[src/rtl/trade_report_framer_if.sv]
// Trade-report framer bus: trade decisions in, bytes out to uart_tx.
// master = decision source / uart side, slave = the framer.
interface trade_report_framer_if #(
  parameter int unsigned PROFIT_W = 16
);
  logic                in_valid;
  logic [7:0]          in_action;
  logic [PROFIT_W-1:0] in_profit;
  logic                in_ready;
  logic [7:0]          tx_data;
  logic                tx_en;
  logic                tx_busy;

  modport master (
    output in_valid, in_action, in_profit, tx_busy,
    input  in_ready, tx_data, tx_en
  );

  modport slave (
    input  in_valid, in_action, in_profit, tx_busy,
    output in_ready, tx_data, tx_en
  );
endinterface

[src/rtl/trade_report_framer.sv]
// Buffered trade-report transmitter between trade_strategy and uart_tx.
// Non-zero decisions are queued in a FIFO and each is sent as
//   HEADER, SEQ, ACTION, PROFIT (MSB byte first), [CHECKSUM], FOOTER
// one byte per tx_en strobe.
// Optional feature: define TRADE_FRAMER_CHECKSUM_EN to insert an XOR checksum
// byte (SEQ ^ ACTION ^ profit bytes) before FOOTER.
module trade_report_framer #(
  parameter int unsigned PROFIT_W   = 16,
  parameter int unsigned FIFO_DEPTH = 4,
  parameter logic [7:0]  HEADER     = 8'hAA,
  parameter logic [7:0]  FOOTER     = 8'h55
) (
  input  logic                          clk,
  input  logic                          rst,
  trade_report_framer_if.slave          bus,
  output logic [$clog2(FIFO_DEPTH):0]   fifo_level,
  output logic [7:0]                    drop_count,
  output logic                          idle
);

  localparam int unsigned PB = PROFIT_W / 8;
`ifdef TRADE_FRAMER_CHECKSUM_EN
  localparam int unsigned NB = 5 + PB;
`else
  localparam int unsigned NB = 4 + PB;
`endif
  localparam int unsigned PW = $clog2(FIFO_DEPTH);
  localparam int unsigned LW = PW + 1;
  localparam int unsigned EW = 8 + PROFIT_W;
  localparam int unsigned IW = 4;  // NB is at most 9
  localparam logic [IW-1:0] LastIdx = IW'(NB - 1);

  typedef enum logic [2:0] {StIdle, StLoad, StSend, StGuard, StWait} state_e;

  logic [EW-1:0]       mem_q [FIFO_DEPTH];
  logic [PW-1:0]       wr_ptr_q, rd_ptr_q;
  logic [LW-1:0]       level_q;
  logic [7:0]          drop_q;
  logic [7:0]          seq_q;
  state_e              state_q, state_d;
  logic [IW-1:0]       idx_q;
  logic [7:0]          pkt_action_q;
  logic [PROFIT_W-1:0] pkt_profit_q;
  logic [7:0]          pkt_seq_q;

  logic          full, push_req, push, drop, pop;
  logic [EW-1:0] head;
  logic [7:0]    byte_sel;
  logic          tx_en_c;
  logic [7:0]    tx_data_c;

  // Fullness is judged on the registered level, so a push while full is
  // rejected even when a pop happens in the same cycle.
  assign full     = (level_q == LW'(FIFO_DEPTH));
  assign push_req = bus.in_valid && (bus.in_action != 8'h00);
  assign push     = push_req && !full;
  assign drop     = push_req && full;
  // Reports stay queued until uart_tx is free, so a stalled link backs up
  // into the FIFO rather than into the packet register.
  assign pop      = (state_q == StIdle) && (level_q != '0) && !bus.tx_busy;
  assign head     = mem_q[rd_ptr_q];

  // Report FIFO storage, pointers and occupancy.
  always_ff @(posedge clk or negedge rst) begin
    if (!rst) begin
      for (int i = 0; i < int'(FIFO_DEPTH); i++) mem_q[i] <= '0;
      wr_ptr_q <= '0;
      rd_ptr_q <= '0;
      level_q  <= '0;
    end else begin
      if (push) begin
        mem_q[wr_ptr_q] <= {bus.in_action, bus.in_profit};
        wr_ptr_q        <= wr_ptr_q + PW'(1);
      end
      if (pop) rd_ptr_q <= rd_ptr_q + PW'(1);
      if (push && !pop)      level_q <= level_q + LW'(1);
      else if (!push && pop) level_q <= level_q - LW'(1);
    end
  end

  // Saturating count of reports rejected on a full FIFO.
  always_ff @(posedge clk or negedge rst) begin
    if (!rst) begin
      drop_q <= '0;
    end else if (drop && (drop_q != 8'hFF)) begin
      drop_q <= drop_q + 8'd1;
    end
  end

  // FSM state plus packet register, byte index and sequence counter.
  always_ff @(posedge clk or negedge rst) begin
    if (!rst) begin
      state_q      <= StIdle;
      idx_q        <= '0;
      seq_q        <= '0;
      pkt_action_q <= '0;
      pkt_profit_q <= '0;
      pkt_seq_q    <= '0;
    end else begin
      state_q <= state_d;
      if (pop) begin
        pkt_action_q <= head[EW-1 -: 8];
        pkt_profit_q <= head[PROFIT_W-1:0];
      end
      if (state_q == StLoad) begin
        idx_q     <= '0;
        pkt_seq_q <= seq_q;
      end
      if ((state_q == StWait) && !bus.tx_busy) begin
        if (idx_q == LastIdx) seq_q <= seq_q + 8'd1;
        else                  idx_q <= idx_q + IW'(1);
      end
    end
  end

`ifdef TRADE_FRAMER_CHECKSUM_EN
  logic [7:0] csum;

  // XOR checksum over SEQ, ACTION and the profit bytes.
  always_comb begin
    csum = pkt_seq_q ^ pkt_action_q;
    for (int k = 0; k < int'(PB); k++) csum = csum ^ pkt_profit_q[8*k +: 8];
  end
`endif

  // Select the packet byte addressed by the current index.
  always_comb begin
    byte_sel = FOOTER;
    if (idx_q == IW'(0))      byte_sel = HEADER;
    else if (idx_q == IW'(1)) byte_sel = pkt_seq_q;
    else if (idx_q == IW'(2)) byte_sel = pkt_action_q;
    for (int k = 0; k < int'(PB); k++) begin
      if (idx_q == IW'(3 + k)) byte_sel = pkt_profit_q[PROFIT_W-1-8*k -: 8];
    end
`ifdef TRADE_FRAMER_CHECKSUM_EN
    if (idx_q == IW'(3 + PB)) byte_sel = csum;
`endif
  end

  // Next-state logic; tx_en is a one-cycle strobe gated by tx_busy.
  always_comb begin
    state_d   = state_q;
    tx_en_c   = 1'b0;
    tx_data_c = 8'h00;
    unique case (state_q)
      StIdle:  if (pop) state_d = StLoad;
      StLoad:  state_d = StSend;
      StSend: begin
        if (!bus.tx_busy) begin
          tx_en_c   = 1'b1;
          tx_data_c = byte_sel;
          state_d   = StGuard;
        end
      end
      // Covers uart_tx's one-cycle busy rise latency.
      StGuard: state_d = StWait;
      StWait: begin
        if (!bus.tx_busy) state_d = (idx_q == LastIdx) ? StIdle : StSend;
      end
      default: state_d = StIdle;
    endcase
  end

  assign bus.tx_en    = tx_en_c;
  assign bus.tx_data  = tx_data_c;
  assign bus.in_ready = !full;
  assign fifo_level   = level_q;
  assign drop_count   = drop_q;
  assign idle         = (state_q == StIdle) && (level_q == '0);

endmodule

[src/flat_wrapper.sv]
// flat-port wrapper written by rule: the top's interface ports become plain ports
module trade_report_framer_flat 
#(
  parameter int unsigned PROFIT_W   = 16,
  parameter int unsigned FIFO_DEPTH = 4,
  parameter logic [7:0]  HEADER     = 8'hAA,
  parameter logic [7:0]  FOOTER     = 8'h55
)
  (clk, rst, fifo_level, drop_count, idle, bus_in_valid, bus_in_action, bus_in_profit, bus_tx_busy, bus_in_ready, bus_tx_data, bus_tx_en);
  trade_report_framer_if #(.PROFIT_W(PROFIT_W)) bus_i ();
  input  logic clk;
  input  logic rst;
  output logic [$clog2(FIFO_DEPTH):0] fifo_level;
  output logic [7:0] drop_count;
  output logic idle;
  input wire logic [$bits(bus_i.in_valid)-1:0] bus_in_valid;
  input wire logic [$bits(bus_i.in_action)-1:0] bus_in_action;
  input wire logic [$bits(bus_i.in_profit)-1:0] bus_in_profit;
  input wire logic [$bits(bus_i.tx_busy)-1:0] bus_tx_busy;
  output wire logic [$bits(bus_i.in_ready)-1:0] bus_in_ready;
  output wire logic [$bits(bus_i.tx_data)-1:0] bus_tx_data;
  output wire logic [$bits(bus_i.tx_en)-1:0] bus_tx_en;
  assign bus_i.in_valid = bus_in_valid;
  assign bus_i.in_action = bus_in_action;
  assign bus_i.in_profit = bus_in_profit;
  assign bus_i.tx_busy = bus_tx_busy;
  assign bus_in_ready = bus_i.in_ready;
  assign bus_tx_data = bus_i.tx_data;
  assign bus_tx_en = bus_i.tx_en;
  trade_report_framer #(.PROFIT_W(PROFIT_W), .FIFO_DEPTH(FIFO_DEPTH), .HEADER(HEADER), .FOOTER(FOOTER)) u_core (.clk(clk), .rst(rst), .bus(bus_i), .fifo_level(fifo_level), .drop_count(drop_count), .idle(idle));
endmodule
[config.mk]
export PLATFORM = sky130hd
export DESIGN_NAME = trade_report_framer_flat
export DESIGN_NICKNAME = d
export VERILOG_FILES = /design/src/rtl/trade_report_framer_if.sv /design/src/rtl/trade_report_framer.sv /design/src/flat_wrapper.sv
export SDC_FILE = /design/constraint.sdc
export NUM_CORES = 1
export LEC_CHECK = 0
export BUFFER_PORTS_ARGS = -buffer_cell sky130_fd_sc_hd__buf_4
export CORE_MARGIN = 3
export CORE_UTILIZATION = 55
export DETAILED_ROUTE_END_ITERATION = 8
export PLACE_DENSITY = 0.74
export SLEW_MARGIN = 10
export SYNTH_ARGS = -nofsm -noshare
export SYNTH_HDL_FRONTEND = slang
export SYNTH_SLANG_ARGS = --single-unit
[constraint.sdc]
create_clock -name clk -period 3.1 [get_ports clk]
set_input_delay 0.31 -clock clk [delete_from_list [all_inputs] [get_ports clk]]
set_output_delay 0.31 -clock clk [all_outputs]
set_load 0.03 [all_outputs]
After elaboration in Yosys (flattened, before gate mapping)
Index checks and enable logic that the tools add are counted.
{"block": "totals", "input_bits": 28, "regBits": 158, "latchBits": 0, "mem_bits_rw": 0, "mem_count": 0, "output_inout_bits": 22, "rom_bits": 0, "word_cells": 88}
{"block": "classes", "mux": 25, "order_cmp": 3, "multipliers": 0, "bitwise": 2, "eq_ne": 14, "shift": 0, "reduce_logical": 23, "div": 0, "addsub": 7}
{"operator": "$bwmux W96", "n": 1}
{"operator": "$mux W24", "n": 3}
{"operator": "$mux W8", "n": 7}
{"operator": "$bmux W24 S2", "n": 1}
{"operator": "$demux W24 S2", "n": 1}
{"operator": "$add A8 B1 Y8 const B", "n": 2}
{"operator": "$mux W3", "n": 5}
{"operator": "$pmux W3 S5", "n": 1}
{"operator": "$mux W4", "n": 3}
{"operator": "$logic_and A1 B1 Y1", "n": 11}
{"operator": "$eq A4 B2 Y1 const B", "n": 2}
{"operator": "$eq A4 B3 Y1 const B", "n": 2}
{"operator": "$ne A8 B8 Y1 const B", "n": 1}
{"operator": "$reduce_bool A8 Y1", "n": 1}
{"operator": "$eq A3 B2 Y1 const B", "n": 2}
{"operator": "$eq A3 B3 Y1 const B", "n": 2}
{"operator": "$ge A3 B3 Y1 const B", "n": 2}
{"operator": "$logic_not A3 Y1", "n": 2}
{"operator": "$not A2 Y3", "n": 2}
{"operator": "$add A2 B1 Y2 const B", "n": 2}
{"operator": "$add A4 B1 Y4 const B", "n": 1}
{"operator": "$eq A4 B1 Y1 const B", "n": 1}
{"operator": "$logic_not A1 Y1", "n": 4}
{"operator": "$logic_not A4 Y1", "n": 1}
{"operator": "12 further kinds", "n": 14}

Logic depth before layout (Yosys ltp)
Gate-level depths: netlist of run 1.
{"block": "logic_depth", "word_depth": 8, "mapped_depth": 10, "mapped_depth_nobuf": 8}

Least setup slack after synthesis of run 1
No wires, ideal clock.
{"block": "synth_timing", "path_kind": "register -> register", "start": "register u_core.state_q[2]", "end": "register u_core.level_q[1], in the netlist u_core.fifo_level[1]", "arrival_ns": 2.348, "stages_incl_launch_ff": 9, "synth_period_minus_slack_ns": 2.472, "setup_ns": 0.125, "required_time_ns": 2.975, "path_slack_ns": 0.628, "path_buffers": 2, "path_cell_list": "dfrtp_1 > or3_1 > or3_1 > buf_6 > buf_6 > ha_1 > inv_1 > fa_1 > mux2_2"}
{"block": "synth_via", "elab_chain_len": 6, "word_cells_on_any_way": 8, "classes_between": "mux (1); reduce/logical (7)"}
{"item": "start: declaration", "line": "trade_report_framer.sv:40", "text": "state_e state_q, state_d;"}
{"item": "start signal: assignment", "line": "trade_report_framer.sv:93", "text": "state_q <= StIdle;"}
{"item": "start signal: assignment", "line": "trade_report_framer.sv:100", "text": "state_q <= state_d;"}
{"item": "$logic_not A3 Y1 (*)", "line": "trade_report_framer.sv:60", "text": "assign pop = (state_q == StIdle) && (level_q != '0) && !bus.tx_busy;"}
{"item": "$logic_and A1 B1 Y1 (*) (2 in a row)", "line": "trade_report_framer.sv:60"}
{"item": "$logic_not A1 Y1", "line": "trade_report_framer.sv:76", "text": "if (push && !pop) level_q <= level_q + LW'(1);"}
{"item": "$logic_and A1 B1 Y1", "line": "trade_report_framer.sv:76"}
{"item": "$mux W3 or $reduce_bool A2 Y1 (tied branches)"}
{"item": "end signal: assignment", "line": "trade_report_framer.sv:76"}
{"item": "end signal: assignment", "line": "trade_report_framer.sv:77", "text": "else if (!push && pop) level_q <= level_q - LW'(1);"}
{"item": "end: declaration", "line": "trade_report_framer.sv:37", "text": "logic [LW-1:0] level_q;"}
Every way passes the cells marked *; elsewhere a longest branch is shown, timed or not.
A chain may end at the register's enable or synchronous reset.

Worst setup path in the final report of run 1
{"block": "layout_timing", "start": "register u_core.idx_q[1]", "end": "output bus_tx_data[5]"}
{"block": "layout_via", "elab_chain_len": 8, "word_cells_on_any_way": 12, "classes_between": "eq/ne (4); mux (7); reduce/logical (1)"}
{"item": "start: declaration", "line": "trade_report_framer.sv:41", "text": "logic [IW-1:0] idx_q;"}
{"item": "start signal: assignment", "line": "trade_report_framer.sv:111", "text": "else idx_q <= idx_q + IW'(1);"}
{"item": "$eq A4 B2 Y1", "line": "trade_report_framer.sv:131", "text": "else if (idx_q == IW'(2)) byte_sel = pkt_action_q;"}
{"item": "$mux W8", "line": "trade_report_framer.sv:131"}
{"item": "$mux W8", "line": "trade_report_framer.sv:130", "text": "else if (idx_q == IW'(1)) byte_sel = pkt_seq_q;"}
{"item": "$mux W8", "line": "trade_report_framer.sv:129", "text": "if (idx_q == IW'(0)) byte_sel = HEADER;"}
{"item": "$mux W8", "line": "trade_report_framer.sv:133", "text": "if (idx_q == IW'(3 + k)) byte_sel = pkt_profit_q[PROFIT_W-1-8*k -: 8];"}
{"item": "$mux W8 (*)", "line": "trade_report_framer.sv:133"}
{"item": "$mux W8 (*)", "line": "trade_report_framer.sv:149", "text": "if (!bus.tx_busy) begin"}
{"item": "$mux W8 (*)", "line": "trade_report_framer.sv:145", "text": "unique case (state_q)"}
{"item": "end: declaration", "line": "flat_wrapper.sv:21", "text": "output wire logic [$bits(bus_i.tx_data)-1:0] bus_tx_data;"}
Marks and branches as above.

==> results.tsv, run 1 <==
stage	metric	value	unit
detailed_routing	antenna viol nets, final	0	
cells_and_area	# fillers	883	
cells_and_area	Storage cell area	3950	um^2
synthesis	EDFF count, synth	0	
timing	Slew headroom	54.9	%
worst_setup_path	critical path cell sequence	inv_1 -> ha_1 -> nor4b_1 -> a32o_1 -> o22ai_1 -> a21oi_1 -> buf_4	
power_and_ir_drop	internal power	6.00	mW
global_routing	pin count of the biggest net entering global routing	94	
worst_setup_path	Reg-to-Reg Start	u_core.state_q[2]$_DFFE_PN0P_	
worst_setup_path	CP Class	register to output pin	
worst_setup_path	Worst Path Buf+Inv	2	
detailed_routing	drt via density	5.80	
power_and_ir_drop	Clk pwr share	22.5	%
clock_network	clock-pin slew on the worst setup and hold paths	0.06	ns
placed_design	IO buf count	49	
clock_network	clock latency on the worst-skew pair	0.42	ns
worst_setup_path	Reg2Reg Capture Point	u_core.fifo_level[1]$_DFFE_PN0P_	
clock_network	PostCTS Resize Cnt	0	
floorplanning	Die H	121	um
clock_network	clk sinks	158	
worst_setup_path	delay-heaviest family, CP	simple AND/OR/NAND/NOR gates	
timing	actual slew at the worst max-slew pin	0.667	ns
synthesis	Post-synth ARST share	100	%
timing	hold slack	0.147	ns
run	Max Cap Viol	0	
global_routing	grt ovf	0	
power_and_ir_drop	Leak Pwr	3.70	nW
clock_network	CTS tree	done	
synthesis	Syn Area/Cell	14.8	um^2
worst_setup_path	CP max FO	11	
worst_setup_path	register-to-register setup slack	0.78	ns
clock_network	Clock Path Buffers	2	
clock_network	H-Tree Depth	4	
floorplanning	die area	14600	um^2
detailed_routing	vias post-DR	4248	
worst_setup_path	CP Launch Point	u_core.idx_q[1]$_DFF_PN0_	
worst_setup_path	worst endpoint required time	2.79	ns
power_and_ir_drop	P_sw	2.76	mW
clock_network	Clk Tree Root Cell	clkbuf_16	
cells_and_area	# diodes	0	
power_and_ir_drop	VDD IR max	658	uV
synthesis	Seq/Total Area, Yosys	54.4	%
status	status	completed	
worst_setup_path	worst r2r path cells	6	
detailed_routing	DR DRC count	0	
floorplanning	Initial Util	56.9	%
synthesis	#FFs+latches synth	158	
worst_setup_path	crit path capture	bus_tx_data[5]	
worst_setup_path	Crit path largest cell delay	0.61	ns
synthesis	Most used DFF post-synth	dfrtp_1	
global_routing	Tot GR Track Use	21.0	%
synthesis	Syn Std Cell Area	7260	um^2
placed_design	GPL Wtd Cong	0.818	
global_routing	first-pass GRT wire length	23.4	mm
clock_network	cts-stage hold buffer count	1	
power_and_ir_drop	PD cells	1050	nW/um^2
timing	Max Clock Freq	355	MHz
clock_network	Setup Fix Bufs, Post-CTS	0	
floorplanning	total core area	12800	um^2
worst_setup_path	Critical Path Sink Type	output pin	
timing	Final setup viols	0	
synthesis	Post-Syn Instances	492	
power_and_ir_drop	Seq pwr share	41.1	%
detailed_routing	DR iter-0 viols	408	
global_routing	number of global-route vias before repair	4453	
floorplanning	# IOs	50	
detailed_routing	final WL	14.3	mm
timing	Final Skew	0.00766	ns
worst_setup_path	Critical-path top delay cell	nor4b_1	
clock_network	CTS buffer count	17	
synthesis	Netlist cell types	44	
worst_setup_path	CP Launch Type	register	
timing	setup_tns	0	ns
timing	RSZ-0062 raised after global routing	no	
worst_setup_path	Worst path depth	7	
timing	final hold violation count	0	
power_and_ir_drop	switch share	31.5	%
detailed_routing	First-pass DRT Iterations	4	
floorplanning	Die Wd	121	um
cells_and_area	layout cells sized above 1	45.0	%
detailed_routing	wire per inst	19.5	um
floorplanning	Std-Cell Rows	41	
cells_and_area	Multi-input gate area	3100	um^2
cells_and_area	nets@finish	589	
placed_design	DP HPWL	9.50	mm
timing	min Tclk post-route	2.82	ns
min_path	hold crit path type	primary input to register	
power_and_ir_drop	part of the power in combinational logic	36.4	%
worst_setup_path	CP arrival	2.51	ns
cells_and_area	Synth-to-Final Area Change	14.7	%
synthesis	Ys Warns	0	
synthesis	Synthesized Nets	532	
global_routing	initial antenna violation count	0	
timing	fin. max-slew vios	0	
timing	fin crit share	90.9	%
-- power groups by stage --
stage | registers, mW | logic, mW | clock network [mW]
global route | 3.71 | 3.45 | 2.09
global placement | 3.55 | 3.13 | 0
detailed placement | 3.61 | 3.22 | 0
floorplan | 3.46 | 2.53 | 0
finish | 3.60 | 3.19 | 1.97
CTS | 3.59 | 3.24 | 2.00
-- worst min-delay path by stage --
stage	startpoint	to	depth (start not counted)
floorplan	rst	u_core.drop_count[0]$_DFFE_PN0P_	0
global placement	rst	u_core.seq_q[3]$_DFFE_PN0P_	1
detailed placement	rst	u_core.seq_q[3]$_DFFE_PN0P_	1
CTS	bus_in_profit[4]	u_core.mem_q[52]$_DFFE_PN0P_	2
global route	bus_in_profit[5]	u_core.mem_q[77]$_DFFE_PN0P_	2
finish	bus_in_profit[4]	u_core.mem_q[52]$_DFFE_PN0P_	2
-- synth_stat cells (2+ instances only) --
cell,instances,area [um^2]
a211oi_1,4,30.0
a21oi_1,4,20.0
a32o_1,5,50.1
buf_2,3,15.0
buf_6,11,124
clkbuf_1,7,26.3
dfrtp_1,158,3950
ha_1,11,138
inv_1,12,45.0
mux2_2,115,1290
mux2_4,17,255
mux4_2,24,541
nand2_1,24,90.1
nand2_2,4,25.0
nand2b_1,2,12.5
nand3_1,9,45.0
nand3b_1,3,22.5
nand4_1,4,25.0
nor2_1,11,41.3
nor3_1,8,40.0
nor4_1,3,18.8
nor4b_1,2,17.5
o21ai_0,6,30.0
o221ai_1,4,35.0
o22ai_1,4,25.0
or3_1,2,12.5
xnor2_1,10,87.6
xor2_1,9,78.8
-- cells in the final DEF (no fill, tap or decap), drive strengths merged, types with 10 or more instances in the layout --
| cell type | n |
|---|---|
| nor2 | 11 |
| ha | 11 |
| clkbuf | 18 |
| mux4 | 24 |
| mux2 | 132 |
| nand2 | 28 |
| dfrtp | 158 |
| buf | 59 |
| xnor2 | 10 |
| inv | 12 |
-- worst reg2reg max path, delay by kind of cell, from the launching register on --
family                   cells  cell delay [ns]
AND/OR/NAND/NOR              2             0.79
buffers and inverters        1             0.07
flip-flops                   1             0.43
adder cells (fa/ha/maj)      2             0.64
multiplexers                 1             0.26
-- per-layer routing --
layer,global-route usage [%],share of wire (%),wire (um),vias up
li1,-,-,-,1921
met1,28.1,45,6420,2224
met2,34.0,50,7070,89
met3,5.50,4.4,624,14
met4,6.23,1.2,165,0
met5,0,0,0,-
-- cells by family after synthesis --
family	after synthesis	synth area share, %
flip-flops	158	54.4
multiplexers	157	28.9
AND/OR/NAND/NOR	81	6.03
buffers and inverters	34	2.95
AO/OA/AOI/OAI	31	3.22
XOR/XNOR	19	2.29
adder cells (fa/ha/maj)	12	2.17
-- layout make-up --
| type | instances | share of cell area [%] |
|---|---|---|
| Clock inverter | 12 | 1.49 |
| Timing Repair Buffer | 60 | 5.63 |
| Tap cell | 172 | 2.58 |
| Inverter | 12 | 0.541 |
| Clock buffer | 18 | 5.15 |
| Multi-Input combinational cell | 300 | 37.2 |
| Sequential cell | 158 | 47.4 |
-- metrics by stage --
stage               instances  power (mW)  area [um^2]  util [%]  setup slack [ns]
finish                    732        8.76         8330      65.2             0.282
global route              732        9.25         8330      65.2           0.00294
CTS                       732        8.83         8330      65.2             0.305
detailed placement        701        6.83         7770      60.8             0.716
global placement          701        6.68         7770      60.8             0.827
floorplan                 492        6.00         7260         -             0.628
-- state kept, by name, summed over array words and instances (netlist names) --
| register | count |
|---|---|
| u_core.mem_q | 96 |
| u_core.pkt_profit_q | 16 |
| u_core.drop_count | 8 |
| u_core.pkt_action_q | 8 |
| u_core.pkt_seq_q | 8 |
| u_core.seq_q | 8 |
| u_core.idx_q | 4 |
| u_core.fifo_level | 3 |
| u_core.state_q | 3 |
| u_core.rd_ptr_q | 2 |
| u_core.wr_ptr_q | 2 |
No activity file was read; power rests on OpenSTA's default activity.
==> run 2: changes to the inputs <==
--- a/config.mk
+++ b/config.mk
@@ -7,9 +7,9 @@
 export LEC_CHECK = 0
 export BUFFER_PORTS_ARGS = -buffer_cell sky130_fd_sc_hd__buf_4
 export CORE_MARGIN = 3
-export CORE_UTILIZATION = 55
+export CORE_UTILIZATION = 60
 export DETAILED_ROUTE_END_ITERATION = 8
-export PLACE_DENSITY = 0.74
+export PLACE_DENSITY = 0.79
 export SLEW_MARGIN = 10
 export SYNTH_ARGS = -nofsm -noshare
 export SYNTH_HDL_FRONTEND = slang
==> results.tsv, run 2 (synthesis results as in run 1) <==
stage	metric	value	unit	change
global_routing	number of global-route vias before repair	4459		+0.13%
detailed_routing	wire per inst	20.0	um	+2.4%
timing	min Tclk post-route	2.86	ns	+0.0431 ns
clock_network	Clk Tree Root Cell	clkbuf_16		
detailed_routing	final WL	14.1	mm	-1.5%
worst_setup_path	worst endpoint required time	2.79	ns	about the same
timing	RSZ-0062 raised after global routing	no		
cells_and_area	Synth-to-Final Area Change	14.2	%	
min_path	Hold Path Stages	2		unchanged
worst_setup_path	Worst Path Buf+Inv	2		unchanged
floorplanning	# IOs	50		unchanged
worst_setup_path	critical path cell sequence	inv_1 -> ha_1 -> nor4b_1 -> a32o_1 -> o22ai_1 -> a21oi_1 -> buf_4		
power_and_ir_drop	VDD IR max	746	uV	+13%
worst_setup_path	CP Launch Point	u_core.idx_q[1]$_DFF_PN0_		
timing	actual slew at the worst max-slew pin	0.715	ns	+0.0483 ns
min_path	hold crit path type	primary input to register		
timing	Final Skew	0.0151	ns	+0.00746 ns
cells_and_area	layout cells sized above 1	44.2	%	-0.79 points
power_and_ir_drop	Leak Pwr	3.70	nW	about the same
clock_network	CTS tree	done		
worst_setup_path	CP arrival	2.55	ns	+0.04 ns
worst_setup_path	CP max FO	11		unchanged
cells_and_area	fin util	71.4	%	+6.2 points
clock_network	cts-stage hold buffer count	1		unchanged
power_and_ir_drop	PD cells	1050	nW/um^2	+0.13%
timing	Slew headroom	52.3	%	-2.6 points
timing	fin. max-slew vios	0		unchanged
worst_setup_path	Reg-to-Reg Start	u_core.state_q[2]$_DFFE_PN0P_		
status	status	completed		
power_and_ir_drop	total design power	8.73	mW	-0.33%
run	Max Cap Viol	0		unchanged
floorplanning	Die H	116	um	-4.0%
timing	fin crit share	92.3	%	+1.4 points
cells_and_area	Largest register FFs	96		unchanged
cells_and_area	Largest regs	u_core.mem_q x96, u_core.pkt_profit_q x16		
placed_design	IO buf count	49		unchanged
cells_and_area	Reg with most FFs	u_core.mem_q		
placed_design	GPL Wtd Cong	0.867		+6.1%
cells_and_area	most frequent cells in the layout	dfrtp_1 (158), mux2_2 (115), buf_4 (56)		
timing	hold slack	0.147	ns	+0.000422 ns
worst_setup_path	delay-heaviest family, CP	simple AND/OR/NAND/NOR gates		
clock_network	clk sinks	158		unchanged
timing	setup_tns	0	ns	unchanged
timing	Setup WS post-layout	0.239	ns	-0.0431 ns
clock_network	Setup Fix Bufs, Post-CTS	0		unchanged
timing	Final setup viols	0		unchanged
detailed_routing	antenna viol nets, final	0		unchanged
global_routing	initial antenna violation count	0		unchanged
cells_and_area	most common cell after layout, fill and taps aside	dfrtp_1		
detailed_routing	vias post-DR	4195		-1.2%
global_routing	pin count of the biggest net entering global routing	81		-14%
timing	final hold violation count	0		unchanged
placed_design	DP HPWL	9.35	mm	-1.5%
clock_network	H-Tree Depth	4		unchanged
worst_setup_path	CP Class	register to output pin		
clock_network	clock-pin slew on the worst setup and hold paths	0.06	ns	about the same
worst_setup_path	Critical Path Sink Type	output pin		
floorplanning	Initial Util	62.6	%	+5.7 points
timing	Max Clock Freq	350	MHz	-1.5%
clock_network	Clock Path Buffers	2		unchanged
worst_setup_path	CP Launch Type	register		
detailed_routing	drt via density	5.96		+2.7%
floorplanning	total core area	11600	um^2	-9.1%
floorplanning	Die Wd	116	um	-4.0%
worst_setup_path	Crit path largest cell delay	0.60	ns	about the same
floorplanning	Std-Cell Rows	39		-4.9%
global_routing	Tot GR Track Use	22.6	%	+1.7 points
worst_setup_path	Critical-path top delay cell	nor4b_1		
detailed_routing	DR DRC count	0		unchanged
placed_design	pre-CTS setup slack	0.714	ns	-0.00206 ns
cells_and_area	# diodes	0		unchanged
detailed_routing	DR iter-0 viols	305		-25%
clock_network	clock latency on the worst-skew pair	0.42	ns	about the same
worst_setup_path	worst r2r path cells	6		unchanged
min_path	hold path startpoint	bus_in_profit[10]		
global_routing	first-pass GRT wire length	22.9	mm	-2.0%
clock_network	PostCTS Resize Cnt	0		unchanged
global_routing	grt ovf	0		unchanged
worst_setup_path	Worst path depth	7		unchanged
clock_network	CTS buffer count	17		unchanged
detailed_routing	First-pass DRT Iterations	5		+1
cells_and_area	nets@finish	588		-0.17%
floorplanning	die area	13500	um^2	-7.9%
[run 2: cell types whose count changed in the layout (fill, tap and decap cells not counted), sizes merged]
cell	before	now
buf	59	58
bufinv	2	1
clkbuf	18	27
clkinv	6	2
clkinvlp	4	2
[run 2: stage by stage]
step	area, um^2	cells
final	8290	704
after CTS	8290	704
after floorplan	7260	492
after global routing	8290	704
after global placement	7730	671
after detailed placement	7730	671
[run 2: cell type report]
class                      count  area [um^2]
clock buffer                  27          503
inverter                      12         45.0
timing repair buffer          59          462
tap                          143          179
sequential                   158         3950
fill                         783         3320
clock inverter                 5         55.1
multi-input combinational    300         3100
[run 2: path summary, 6_finish.rpt]
kind / to / slack (ns)
worst min register to register: u_core.seq_q[7]$_DFFE_PN0P_ / 0.48
worst max register to register: u_core.fifo_level[1]$_DFFE_PN0P_ / 0.78
worst max-delay path: bus_tx_data[3] / 0.24
max in group asynchronous: u_core.pkt_profit_q[12]$_DFFE_PN0P_ / 1.79
worst min-delay path: u_core.mem_q[58]$_DFFE_PN0P_ / 0.15
min in group asynchronous: u_core.state_q[1]$_DFFE_PN0P_ / 0.51
[run 2: report_power, final]
group          switching (mW)  total [mW]  internal (mW)
clock                   0.758        1.95           1.19
combinational            1.37        3.22           1.85
sequential              0.581        3.57           2.99
total                    2.71        8.73           6.02
[run 2: metal layers]
metal  track usage [%]  wire (um)  up-vias
met2              37.5       7120       86
met4              6.26        145        0
met1              29.7       6230     2180
met5                 0          0        -
met3              6.16        590       11
li1                  -          -     1918
